[src/rtl/raster_pkg.sv]
// Shared types for the raster front end: scheduler states and the vertex/triangle shapes
// handed between the triangle stream, the scheduler and the rasterizer.
// Ports: none (package).
package raster_pkg;

  localparam int RASTER_VERTEX_WIDTH = 16;

  // Component indices inside one vertex.
  localparam int IDX_X = 0;
  localparam int IDX_Y = 1;
  localparam int IDX_Z = 2;

  typedef enum logic [2:0] {
    IDLE   = 3'd0,
    ACCEPT = 3'd1,
    LOAD   = 3'd2,
    RUN    = 3'd3,
    FINISH = 3'd4
  } sched_state_t;

  typedef logic signed [RASTER_VERTEX_WIDTH-1:0] vertex_t;

  // [vertex][component]
  typedef vertex_t tri_t [3][3];

endpackage

[src/rtl/raster_tri_scheduler.sv]
// Purpose: feeds one triangle at a time from the valid/ready stream into the tile rasterizer,
//          restarting it per triangle and holding the vertices while it runs.
// Latency/backpressure: accept -> LOAD (1 cycle restart) -> RUN until done or watchdog;
//          tri_ready is only high in ACCEPT, so upstream stalls for the whole rasterizer run.
// Ports: clk/rst (sync, active-high); frame_start; tri_valid/tri_ready/tri_vertex/tri_last
//        (triangle stream); rast_rst/rast_vertex/rast_done (rasterizer side);
//        busy, frame_done, tri_count, err_timeout (status).
module raster_tri_scheduler
  import raster_pkg::*;
#(
  parameter int VERTEX_WIDTH   = 16,
  parameter int TIMEOUT_CYCLES = 4096,
  parameter int COUNT_WIDTH    = 16
) (
  input  logic                           clk,
  input  logic                           rst,
  input  logic                           frame_start,
  input  logic                           tri_valid,
  output logic                           tri_ready,
  input  logic signed [VERTEX_WIDTH-1:0] tri_vertex [3][3],
  input  logic                           tri_last,
  output logic                           rast_rst,
  output logic signed [VERTEX_WIDTH-1:0] rast_vertex [3][3],
  input  logic                           rast_done,
  output logic                           busy,
  output logic                           frame_done,
  output logic [COUNT_WIDTH-1:0]         tri_count,
  output logic                           err_timeout
);

  localparam int              WD_W    = $clog2(TIMEOUT_CYCLES) + 1;
  localparam logic [WD_W-1:0] WD_LAST = WD_W'(TIMEOUT_CYCLES - 1);

  sched_state_t state_q, state_d;

  logic signed [VERTEX_WIDTH-1:0] rast_vertex_q [3][3];
  logic signed [VERTEX_WIDTH-1:0] rast_vertex_d [3][3];

  logic                   last_q, last_d;
  logic                   rast_rst_q, rast_rst_d;
  logic [COUNT_WIDTH-1:0] tri_count_q, tri_count_d;
  logic                   err_timeout_q, err_timeout_d;
  logic [WD_W-1:0]        wd_q, wd_d;

  always_comb begin
    state_d       = state_q;
    rast_vertex_d = rast_vertex_q;
    last_d        = last_q;
    tri_count_d   = tri_count_q;
    err_timeout_d = err_timeout_q;
    wd_d          = wd_q;

    case (state_q)
      IDLE: begin
        if (frame_start) begin
          tri_count_d   = '0;
          err_timeout_d = 1'b0;
          state_d       = ACCEPT;
        end
      end
      ACCEPT: begin
        if (tri_valid) begin
          rast_vertex_d = tri_vertex;
          last_d        = tri_last;
          state_d       = LOAD;
        end
      end
      LOAD: begin
        wd_d    = '0;
        state_d = RUN;
      end
      RUN: begin
        wd_d = wd_q + WD_W'(1);
        // A done arriving on the final watchdog cycle wins: the triangle counts as completed.
        if (rast_done || (wd_q == WD_LAST)) begin
          tri_count_d = tri_count_q + COUNT_WIDTH'(1);
          if (!rast_done) begin
            err_timeout_d = 1'b1;
          end
          state_d = last_q ? FINISH : ACCEPT;
        end
      end
      FINISH: begin
        state_d = IDLE;
      end
      default: begin
        state_d = IDLE;
      end
    endcase

    // Registered restart: low exactly while the registered state is RUN, so the rasterizer
    // sees reset during LOAD with rast_vertex already stable and again right after RUN.
    rast_rst_d = (state_d != RUN);
  end

  always_ff @(posedge clk) begin
    if (rst) begin
      state_q       <= IDLE;
      rast_vertex_q <= '{default: '0};
      last_q        <= 1'b0;
      rast_rst_q    <= 1'b1;
      tri_count_q   <= '0;
      err_timeout_q <= 1'b0;
      wd_q          <= '0;
    end else begin
      state_q       <= state_d;
      rast_vertex_q <= rast_vertex_d;
      last_q        <= last_d;
      rast_rst_q    <= rast_rst_d;
      tri_count_q   <= tri_count_d;
      err_timeout_q <= err_timeout_d;
      wd_q          <= wd_d;
    end
  end

  assign tri_ready   = (state_q == ACCEPT);
  assign busy        = (state_q != IDLE);
  assign frame_done  = (state_q == FINISH);
  assign rast_rst    = rast_rst_q;
  assign rast_vertex = rast_vertex_q;
  assign tri_count   = tri_count_q;
  assign err_timeout = err_timeout_q;

endmodule

[config.mk]
export PLATFORM = sky130hd
export DESIGN_NAME = raster_tri_scheduler
export DESIGN_NICKNAME = d
export VERILOG_FILES = /design/src/rtl/raster_pkg.sv /design/src/rtl/raster_tri_scheduler.sv
export SDC_FILE = /design/constraint.sdc
export NUM_CORES = 1
export LEC_CHECK = 0
export ABC_AREA = 1
export CORE_ASPECT_RATIO = 2
export CORE_UTILIZATION = 42
export CTS_CLUSTER_DIAMETER = 40
export DETAILED_ROUTE_END_ITERATION = 12
export PLACE_DENSITY = 0.77
export SKIP_LAST_GASP = 1
export SLEW_MARGIN = 30
export SYNTH_ARGS = -nofsm -noshare
export SYNTH_HDL_FRONTEND = slang
export SYNTH_SLANG_ARGS = --single-unit
[constraint.sdc]
create_clock -name clk -period 1.9 [get_ports clk]
set_input_delay 0.19 -clock clk [delete_from_list [all_inputs] [get_ports clk]]
set_output_delay 0.19 -clock clk [all_outputs]
set_load 0.1 [all_outputs]
==> out/results.txt <==
Peak supply drop: 0.0007981 V
Number of global-route vias before repair: 6661
Tmin final: 1687 ps
Setup crit start: wd_q[0]
Async SR Flop Fraction: 0%
Synth warn: 0
Dpl ws: 210.4 ps
Die Ht: 183.3 um
Largest net degree at the start of global routing: 90
Die Area: 16980 um2
Max_cap viols: 0
Setup violators final: 0
Hold Path Stages: 3
Total negative setup slack: 0 ps
Main synth FF type: dfxtp_1
CTS tree: yes
Setup crit end kind: flip-flop
Drt wl/cell: 15.06 um
Initial Utilization: 42.65%
DR vias: 7021
Hold Crit Endpoint: rast_vertex[43]
Crit path required time: 2250 ps
Critical-path top delay cell: dfxtp_1
CP Class: flip-flop to flip-flop
CTS resizes: 0
N_diodes: 0
IO Port Bufs: 314
FF-to-FF End: tri_count[7]
Final period util: 88.78%
Top-area cell type share of the netlist area: 51.91%
Post-synth top cells: nor2_1 (334), dfxtp_1 (179), o21ai_0 (152)
Site Rows: 66
EDFF count, synth: 0
Max-slew violation count: 0
Switching Share: 38.21%
PwrDens: 1119 nW/um2
Multi-input gate area: 2920 um2
Final hold violations: 0
Post-DP HPWL: 16120 um
Critical path's largest stage delay: 380 ps
Antenna violations before repair: 0
HP Class: input port to flip-flop
Net load switching power: 0.004491 W
RSZ-0062 raised after global routing: false
Post-synthesis sequential area ratio: 51.91%
Rel. slew slack: 74.39%
GRT Overall Usage: 25.32%
Cell taking the most area after synthesis: dfxtp_1
Max Fclk: 592.8 MHz
Worst-margin pin slew: 382.8 ps
First-pass GRT wire length: 33260 um
Final Cell Area: 10510 um2
Comb power frac: 31.6%
Final hold slack: 376.6 ps
Mapped Cells: 925
FF-to-FF Start: wd_q[0]
CP max FO: 18
Mean Syn Cell Area: 7.463 um2
Top cell by count, worst path: nand2_1
Worst Clk Skew: 10.15 ps
H-tree levels: 4
Worst reg2reg path depth: 11
Antenna Nets Post-Route: 0
Status: finished clean
Most area-consuming cells after synthesis: dfxtp_1 (52%), nor2_1 (18%), o21ai_0 (11%)
Number of detailed-route iterations in the first pass: 5
Post-route setup slack: 213.2 ps
# IOs: 315
Postcts setup bufs: 0
Synth unique cells: 32
Reg area: 3596 um2
DIE WIDTH: 92.65 um
Sequential share of power: 35.7%
Netlist Area Pre-Place: 6903 um2
Crit path cell chain: ha_1 -> nand2_1 -> inv_1 -> nand2_1 -> nor2_2 -> nand2_2 -> nand2_2 -> nand2_4 -> nand2_4 -> nand2_1 -> a21oi_2
Synthesized flop and latch total: 179
GRT overflow: 0
Core Area: 16190 um2
Clock root buffer: clkbuf_16
Cell family with most CP delay: simple AND/OR/NAND/NOR gates
Clock power frac: 32.6%
Critical Path Start Type: flip-flop
Final wirelength: 21680 um
Fillcell total: 1433
Maximum root-to-sink buffer count: 2
Net count, final: 1375
Leakage power: 4.299 nW
Clock Sinks: 179
CP bufs+invs: 1
Num CTS Buffers: 17
Area after DPL: 9858 um2
Clock-pin slew on the worst setup and hold paths: 70 ps
DR iter-0 viols: 228
Data arrival, critical path: 2040 ps
Skew-Pair Late Insertion Delay: 420 ps
Via/cell ratio: 4.876
Most frequent cell after synthesis: nor2_1
P_int: 0.007263 W
Synthesis-to-finish area growth: 52.20%
Share of post-route cells with drive strength above 1: 20.15%
Synthesized net count: 1077
DRC errors left: 0
Hold path startpoint: tri_vertex[43]
# hold bufs at CTS: 0
Placer Congestion: 0.8491
R2R Setup Slk: 210 ps
[power groups by stage]
stage,clock network [W],logic (W),registers [W]
finish,0.00384,0.00372,0.00420
global route,0.00408,0.00389,0.00424
CTS,0.00392,0.00373,0.00420
detailed placement,0,0.00373,0.00429
global placement,0,0.00371,0.00427
floorplan,0,0.000723,0.00629
[cell usage in the layout (no fill, tap or decap), types with 9 or more instances in the layout]
| cell type | count |
|---|---|
| nor2_1 | 334 |
| buf_4 | 176 |
| dfxtp_1 | 169 |
| o21ai_0 | 152 |
| clkdlybuf4s50_1 | 149 |
| nand2_1 | 78 |
| inv_1 | 26 |
| nand3_1 | 25 |
| a21oi_1 | 17 |
| clkbuf_16 | 17 |
| dfxtp_2 | 10 |
| nand4_1 | 9 |
[state kept, by name, indices dropped and copies added (netlist names)]
name         flops
err_timeout      1
last_q           1
rast_rst         1
rast_vertex    144
state_q          3
tri_count       16
wd_q            13
[worst max path at each step]
stage	end	slack, ps	cells after the start
after floorplan	tri_count[15]	10	9
after global placement	rast_vertex[23]	240	6
after detailed placement	rast_vertex[40]	210	6
after CTS	rast_vertex[40]	220	9
after global routing	tri_count[14]	20	11
final	tri_count[7]	210	11
[layout make-up]
type	instances	area share, %
sequential	179	34.23
timing repair buffer	332	28.11
multi-input combinational	659	27.80
clock buffer	19	4.311
tap	204	2.429
clock inverter	13	1.858
inverter	34	1.274
[cell families (layout without fill, tap and decap cells)]
group	Yosys count	count (layout)	synth area share, %
simple gates	460	460	26.57
compound gates	192	192	14.59
flops	179	179	51.91
buf+inv	87	398	5.927
xor+xnor	5	5	0.6345
fa+ha+maj	2	2	0.3625
[per-stage QoR]
step | total power (W) | instances | util (%)
final | 0.01175 | 1440 | 64.91
after global routing | 0.01221 | 1440 | 64.91
after CTS | 0.01185 | 1440 | 64.91
after detailed placement | 0.008013 | 1408 | 60.91
after global placement | 0.007980 | 1408 | 60.91
after floorplan | 0.007014 | 925 | -
[worst reg2reg max path: cells and delay by family (launching register included)]
kind	cells	cell delay (ps)
fa+ha+maj	1	180
simple gates	8	860
compound gates	1	130
flops	1	380
buf+inv	1	60
[metal layers]
metal | vias up | track usage (%) | wire (um) | share of wire, %
met2 | 264 | 46.76 | 11810 | 54
met5 | - | 0 | 0 | 0
li1 | 3569 | - | - | -
met3 | 47 | 8.043 | 1475 | 6.8
met1 | 3141 | 25.09 | 7556 | 35
met4 | 0 | 12.00 | 839 | 3.9
Power figures use the tool's default switching activity.
